<file path="src/rtl/lsu_bus_arbiter.sv">
// Arbitrates the single data-memory bus port between LSU loads and committed-store drain.
// Loads win by default; a starvation counter forces a store grant after STARVE_LIMIT loads.
module lsu_bus_arbiter #(
  parameter int ADDR_WIDTH     = 32,
  parameter int BUS_DATA_WIDTH = 32,
  parameter int SIZE_WIDTH     = 2,
  parameter int STARVE_LIMIT   = 4
) (
  input  logic                      clk,
  input  logic                      rst,
  input  logic                      load_req,
  input  logic [ADDR_WIDTH-1:0]     load_addr,
  input  logic [SIZE_WIDTH-1:0]     load_size,
  output logic                      load_ready,
  output logic [BUS_DATA_WIDTH-1:0] load_data,
  input  logic                      store_valid,
  input  logic [ADDR_WIDTH-1:0]     store_addr,
  input  logic [SIZE_WIDTH-1:0]     store_size,
  input  logic [BUS_DATA_WIDTH-1:0] store_data,
  output logic                      store_pop,
  input  logic                      flush,
  output logic                      bus_req,
  output logic                      bus_we,
  output logic [ADDR_WIDTH-1:0]     bus_addr,
  output logic [SIZE_WIDTH-1:0]     bus_size,
  output logic [BUS_DATA_WIDTH-1:0] bus_wdata,
  input  logic                      bus_ack,
  input  logic [BUS_DATA_WIDTH-1:0] bus_rdata
);

  typedef enum logic [1:0] {
    IDLE       = 2'd0,
    LOAD_WAIT  = 2'd1,
    STORE_WAIT = 2'd2,
    LOAD_DROP  = 2'd3
  } state_t;

  localparam logic [3:0] LIMIT = 4'(STARVE_LIMIT);

  state_t                    state_q, state_d;
  logic [3:0]                starve_q, starve_d;
  logic                      bus_req_q, bus_req_d;
  logic                      bus_we_q, bus_we_d;
  logic [ADDR_WIDTH-1:0]     bus_addr_q, bus_addr_d;
  logic [SIZE_WIDTH-1:0]     bus_size_q, bus_size_d;
  logic [BUS_DATA_WIDTH-1:0] bus_wdata_q, bus_wdata_d;
  logic                      load_ready_q, load_ready_d;
  logic [BUS_DATA_WIDTH-1:0] load_data_q, load_data_d;
  logic                      store_pop_q, store_pop_d;

  logic load_eff;
  logic store_win;

  // A load being flushed this cycle must not win the bus.
  assign load_eff  = load_req && !flush;
  assign store_win = store_valid && (!load_eff || (starve_q == LIMIT));

  always_ff @(posedge clk) begin
    if (!rst) begin
      state_q      <= IDLE;
      starve_q     <= '0;
      bus_req_q    <= 1'b0;
      bus_we_q     <= 1'b0;
      bus_addr_q   <= '0;
      bus_size_q   <= '0;
      bus_wdata_q  <= '0;
      load_ready_q <= 1'b0;
      load_data_q  <= '0;
      store_pop_q  <= 1'b0;
    end else begin
      state_q      <= state_d;
      starve_q     <= starve_d;
      bus_req_q    <= bus_req_d;
      bus_we_q     <= bus_we_d;
      bus_addr_q   <= bus_addr_d;
      bus_size_q   <= bus_size_d;
      bus_wdata_q  <= bus_wdata_d;
      load_ready_q <= load_ready_d;
      load_data_q  <= load_data_d;
      store_pop_q  <= store_pop_d;
    end
  end

  always_comb begin
    state_d      = state_q;
    starve_d     = starve_q;
    bus_req_d    = bus_req_q;
    bus_we_d     = bus_we_q;
    bus_addr_d   = bus_addr_q;
    bus_size_d   = bus_size_q;
    bus_wdata_d  = bus_wdata_q;
    load_ready_d = 1'b0;
    load_data_d  = load_data_q;
    store_pop_d  = 1'b0;

    case (state_q)
      IDLE: begin
        if (store_win) begin
          state_d     = STORE_WAIT;
          bus_req_d   = 1'b1;
          bus_we_d    = 1'b1;
          bus_addr_d  = store_addr;
          bus_size_d  = store_size;
          bus_wdata_d = store_data;
          starve_d    = '0;
        end else if (load_eff) begin
          state_d    = LOAD_WAIT;
          bus_req_d  = 1'b1;
          bus_we_d   = 1'b0;
          bus_addr_d = load_addr;
          bus_size_d = load_size;
          if (store_valid && (starve_q != LIMIT)) begin
            starve_d = starve_q + 4'd1;
          end
        end
      end
      LOAD_WAIT: begin
        if (bus_ack) begin
          state_d   = IDLE;
          bus_req_d = 1'b0;
          if (!flush) begin
            load_data_d  = bus_rdata;
            load_ready_d = 1'b1;
          end
        end else if (flush) begin
          state_d = LOAD_DROP;
        end
      end
      // The bus cannot cancel a read, so keep it alive and discard the data.
      LOAD_DROP: begin
        if (bus_ack) begin
          state_d   = IDLE;
          bus_req_d = 1'b0;
        end
      end
      STORE_WAIT: begin
        if (bus_ack) begin
          state_d     = IDLE;
          bus_req_d   = 1'b0;
          store_pop_d = 1'b1;
        end
      end
      default: state_d = IDLE;
    endcase

    if (!store_valid) begin
      starve_d = '0;
    end
  end

  assign load_ready = load_ready_q;
  assign load_data  = load_data_q;
  assign store_pop  = store_pop_q;
  assign bus_req    = bus_req_q;
  assign bus_we     = bus_we_q;
  assign bus_addr   = bus_addr_q;
  assign bus_size   = bus_size_q;
  assign bus_wdata  = bus_wdata_q;

endmodule
</file>
<file path="config.mk">
export PLATFORM = sky130hd
export DESIGN_NAME = lsu_bus_arbiter
export DESIGN_NICKNAME = d
export VERILOG_FILES = /design/src/rtl/lsu_bus_arbiter.sv
export SDC_FILE = /design/constraint.sdc
export NUM_CORES = 1
export LEC_CHECK = 0
export ABC_AREA = 1
export CAP_MARGIN = 15
export CELL_PAD_IN_SITES_DETAIL_PLACEMENT = 0
export CELL_PAD_IN_SITES_GLOBAL_PLACEMENT = 1
export CORE_ASPECT_RATIO = 0.75
export CORE_MARGIN = 4
export CORE_UTILIZATION = 28
export DETAILED_ROUTE_END_ITERATION = 10
export PLACE_DENSITY = 0.95
export SLEW_MARGIN = 5
export SYNTH_ARGS = -nofsm -noshare
export SYNTH_HDL_FRONTEND = slang
export SYNTH_SLANG_ARGS = --single-unit
</file>
<file path="constraint.sdc">
create_clock -name clk -period 3.1 [get_ports clk]
set_input_delay 0.31 -clock clk [delete_from_list [all_inputs] [get_ports clk]]
set_output_delay 0.31 -clock clk [all_outputs]
set_load 0.01 [all_outputs]
</file>
Word level (Yosys, flattened, before mapping)
Index checks and enable logic that the tools add are counted.
Cells by class
  mux-type cells: 21
  eq/ne operators: 9
  bitwise gates (word level): 1
  $add $sub $neg: 1
  reductions and logical operators: 20
Operator list (number)
  $mux 32: 2
  $mux 2: 7
  $mux 4: 3
  $reduce_and 3->1: 4
  $reduce_and 2->1: 5
  $mux 1: 7
  $ne 3x3->1 const B: 2
  $pmux 2 s3: 1
  $add 4x1->4 const B: 1
  $eq 2x2->1 const B: 2
  $eq 4x3->1 const B: 1
  $ne 2x1->1 const B: 2
  $ne 4x3->1 const B: 1
  $reduce_bool 2->1: 2
  $logic_and 1x1->1: 3
  $reduce_or 3->1: 1
  $eq 2x1->1 const B: 1
  $logic_not 1->1: 2
  $logic_not 2->1: 1
  $pmux 1 s2: 1
  $reduce_or 2->1: 1
  $logic_or 1x1->1: 1
  $not 1->1: 1
Storage, ports and cells
  flip-flop bits (word level): 108
  word-level logic and storage cells: 62

Longest topological paths before layout
  depth after elaboration: 7
  gate-level depth with buffers: 10
  gate-level depth less buffers: 9

Worst setup path after synthesis
No wires, ideal clock.
  kind: reg2reg
  from: reg starve_q[0]
  to: reg bus_wdata_q[25], in the netlist bus_wdata[25]
  clock period less this slack: 1.370 ns
  cell stages (with the launch flop): 9
  setup time: 0.065 ns
  path buffers: 1
  data arrival time: 1.305 ns
  slack: 1.730 ns
  cells stage by stage: dfxtp_1 -> inv_1 -> ha_1 -> nand3_1 -> nand2_2 -> nand2_2 -> clkbuf_1 -> o21ai_0 -> nor2_1
Between the ends
  cells in the longest elaborated chain, start to end: 4
RTL lines
  from (decl): line 41  | logic [3:0] starve_q, starve_d;
  from (signal assigned): line 72  | starve_q <= starve_d;
  $eq 4x3->1: line 56  | assign store_win = store_valid && (!load_eff || (starve_q == LIMIT));
  $logic_or 1x1->1: line 56
  $logic_and 1x1->1: line 56
  $reduce_and 2->1 (no source line)
  to (signal assigned): line 77  | bus_wdata_q <= bus_wdata_d;
  to (decl): line 46  | logic [BUS_DATA_WIDTH-1:0] bus_wdata_q, bus_wdata_d;
No other way between the ends.
A chain may end at the register's enable or synchronous reset.

Final worst setup path
  from: in store_valid
  to: reg bus_addr_q[31], in the netlist bus_addr[31]
Between the ends
  cells in the longest elaborated chain, start to end: 3
  elaborated cells between the ends (all ways): 4
  classes of those cells: mux: 1; reduce/logical: 3
RTL lines
  from (decl): line 16  | input logic store_valid,
  $logic_and 1x1->1 *: line 56
  $reduce_bool 2->1 (no source line)
  $reduce_and 2->1 (no source line)
  to (signal assigned): line 75  | bus_addr_q <= bus_addr_d;
  to (decl): line 44  | logic [ADDR_WIDTH-1:0] bus_addr_q, bus_addr_d;
Mark *: on every way between the ends. The rest lies on a longest branch, timed or not.

==> impl_results.md <==
* Post-DR wirelength/cell at 13.6 microns
* # Max-Cap Violations at 0
* Max clock buf depth at 2
* Die Width at 154 microns
* GP Congestion at 0.830
* CP max FO at 36
* Slew @ Worst Pin at 0.690 ns
* Worst EP required at 3.35 ns
* Initial antenna violation count at 0
* Initial DRC Count at 269
* Slew HR at 53.9%
* GR Overflow Total at 0
* Chip height at 118 microns
* Post-CTS setup repair buffer count at 0
* Crit-path leading delay family: buffers and inverters
* CP endpoint kind: register
* Post-CTS Hold Fix Bufs at 0
* Synthesized Nets at 785
* Post-Route WL at 14700 microns
* Layout cell share with drive strength beyond 1 at 4.25%
* Avg Inst Size Synth at 6.96 sq um
* Area of the multi-input gates at 1910 sq um
* Reg clk slew, reported paths at 0.07 ns
* EDFF count, synth at 0
* Dpl cells at 1060
* Buf/Inv on CP at 3
* WHS Path Cells at 3
* HP Class: primary input to register
* Final hold vios at 0
* Ys Warns at 0
* Via count at 4769
* Max Fclk at 513 MHz
* Period Utilization, post-route at 62.8%
* CTS buffer count at 9
* Status: completed
* Post-synthesis sequential area ratio at 48.2%
* Slew Viols, Final at 0
* Avg Vias per Cell at 4.43
* Period minus WS final at 1.95 ns
* Layout Nets at 1006
* RSZ-0062 raised after global routing: false
* Worst-Skew Late Latency at 0.35 ns
* Crit-path most repeated cell: nand2_1
* First-pass GRT wire length at 23400 microns
* Total GRT Usage at 15.8%
* Post-Syn Instances at 645
* CTS tree: built
* Yosys cell types at 21
* Crit path launch type: primary input
* Clk root buf: clkbuf_16
* CTS resizes at 0
* Core Region at 15500 sq um
* Design area at 7300 sq um
* Clock Sink Count at 108
* Setup Total Neg Slack at 0 ns
* Pin count of the biggest net entering global routing at 39
* CP arrival at 2.20 ns
* IO buf count at 239
* Async SR Flop Fraction at 0%
* Dpl cell area at 7000 sq um
* # setup viols final at 0
* H-tree depth at 3
* Worst stage delay on the critical path at 0.54 ns
* Post-DP HPWL at 10700 microns
* Initial core utilization at 29.0%
* Predominant post-synthesis flop cell: dfxtp_1
* Fin Clk Skew at 0.0102 ns
* Row count at 39
* Ant diodes at 0
* CP cell instances: clkdlybuf4s50_1 > buf_4 > nand2_2 > nand2_1 > nand3_1 > nand2_1 > inv_1
* Final ANT Viol Nets at 0
* Vias in the first global route at 4459
* Synth Register Bits at 108
* Total I/O pin count at 240
* CP max-delay cell: clkdlybuf4s50_1
* R2R depth at 7
* Number of fill cells in the layout at 1567
* DRC violations left at 0
* Power density cells at 553 nW/um^2
* First drt pass iteration count at 4
* FF/Latch Area at 2160 sq um
* P&R area growth vs syn at 62.5%
* Crit Path Category: primary input to register
* Die area at 18100 sq um
* WP depth at 7
* VDD IR max at 271 uV
* Lkg Pwr at 3.09 nW
* Mapped Area at 4490 sq um
* Final cell count without fillers at 1076
## worst paths after layout
path                                   from       endpoint  slack [ns]
worst max-delay path            store_valid   bus_addr[31]        1.15
worst min-delay path                    rst     state_q[0]        0.39
worst max register to register   state_q[1]  bus_wdata[27]        1.22
worst min register to register      bus_req        bus_req        0.47
## worst register-to-register path: cells and delay by family (launching register included)
family | cells | cell delay [ns]
flops | 1 | 0.35
buf+inv | 2 | 0.63
simple gates | 5 | 0.83
## flip-flops by register name, indices dropped and copies added (netlist names)
signal and flops:
bus_addr 32, load_data 32, bus_we 1, bus_wdata 32, bus_size 2, store_pop 1
load_ready 1, bus_req 1, starve_q 4, state_q 2
## synth_stat cells, types with 2 or more instances
| cell | count | area (sq um) |
|---|---|---|
| nor2_1 | 205 | 769 |
| dfxtp_1 | 108 | 2160 |
| nand2_1 | 85 | 319 |
| nand3_1 | 74 | 370 |
| o21ai_0 | 66 | 330 |
| inv_1 | 47 | 176 |
| clkbuf_1 | 15 | 56.3 |
| buf_2 | 12 | 60.1 |
| buf_6 | 7 | 78.8 |
| a21oi_1 | 5 | 25.0 |
| buf_1 | 4 | 15.0 |
| nand2_2 | 4 | 25.0 |
| inv_2 | 3 | 11.3 |
| buf_4 | 2 | 15.0 |
| ha_1 | 2 | 25.0 |
## per-layer routing
| metal | GRT usage (%) | routed length (microns) |
|---|---|---|
| met1 | 20.8 | 6720 |
| met2 | 24.6 | 6470 |
| met3 | 5.77 | 1270 |
| met4 | 3.75 | 201 |
| met5 | 0 | 0 |
## layout make-up
| cell class | instances | share of cell area (%) |
|---|---|---|
| Sequential cell | 108 | 29.6 |
| Multi-Input combinational cell | 447 | 26.2 |
| Clock buffer | 10 | 3.28 |
| Timing Repair Buffer | 250 | 34.0 |
| Clock inverter | 6 | 0.754 |
| Tap cell | 205 | 3.52 |
| Inverter | 50 | 2.57 |
## layout by cell type (no fill, tap or decap), drive strengths merged, types with 2 or more instances in the layout
cell / Yosys / layout
a21oi: 6 / 6
buf: 25 / 12
clkbuf: 15 / 10
clkdlybuf4s50: 0 / 238
clkinvlp: 0 / 2
dfxtp: 108 / 108
ha: 2 / 2
inv: 50 / 53
nand2: 89 / 89
nand3: 74 / 74
nor2: 206 / 206
o21ai: 66 / 66
## cell families (layout without fill, tap and decap cells)
| kind of cell | Yosys count | after routing | share of synthesized area (%) |
|---|---|---|---|
| simple gates | 372 | 372 | 33.6 |
| flops | 108 | 108 | 48.2 |
| buf+inv | 90 | 316 | 9.20 |
| compound gates | 72 | 72 | 8.28 |
| fa+ha+maj | 2 | 2 | 0.557 |
| xor+xnor | 1 | 1 | 0.195 |
## per-stage QoR
step                      setup slack (ns)  total power, mW  utilization, %  hold slack (ns)
after floorplan                       1.73             2.29               -            0.442
after global placement               0.817             2.92            45.3            0.451
after detailed placement             0.825             2.93            45.3            0.460
after CTS                             1.21             4.10            47.2            0.360
after global routing                 0.970             4.29            47.2            0.398
final                                 1.15             4.03            47.2            0.386
## where the power goes
group | total, mW | switching [mW] | leakage, nW | internal, mW
Clock | 1.14 | 0.559 | 0.139 | 0.584
Sequential | 1.66 | 0.0917 | 0.887 | 1.57
Combinational | 1.23 | 0.589 | 2.06 | 0.640
Total | 4.03 | 1.24 | 3.09 | 2.79
No activity file was read; power rests on OpenSTA's default activity.
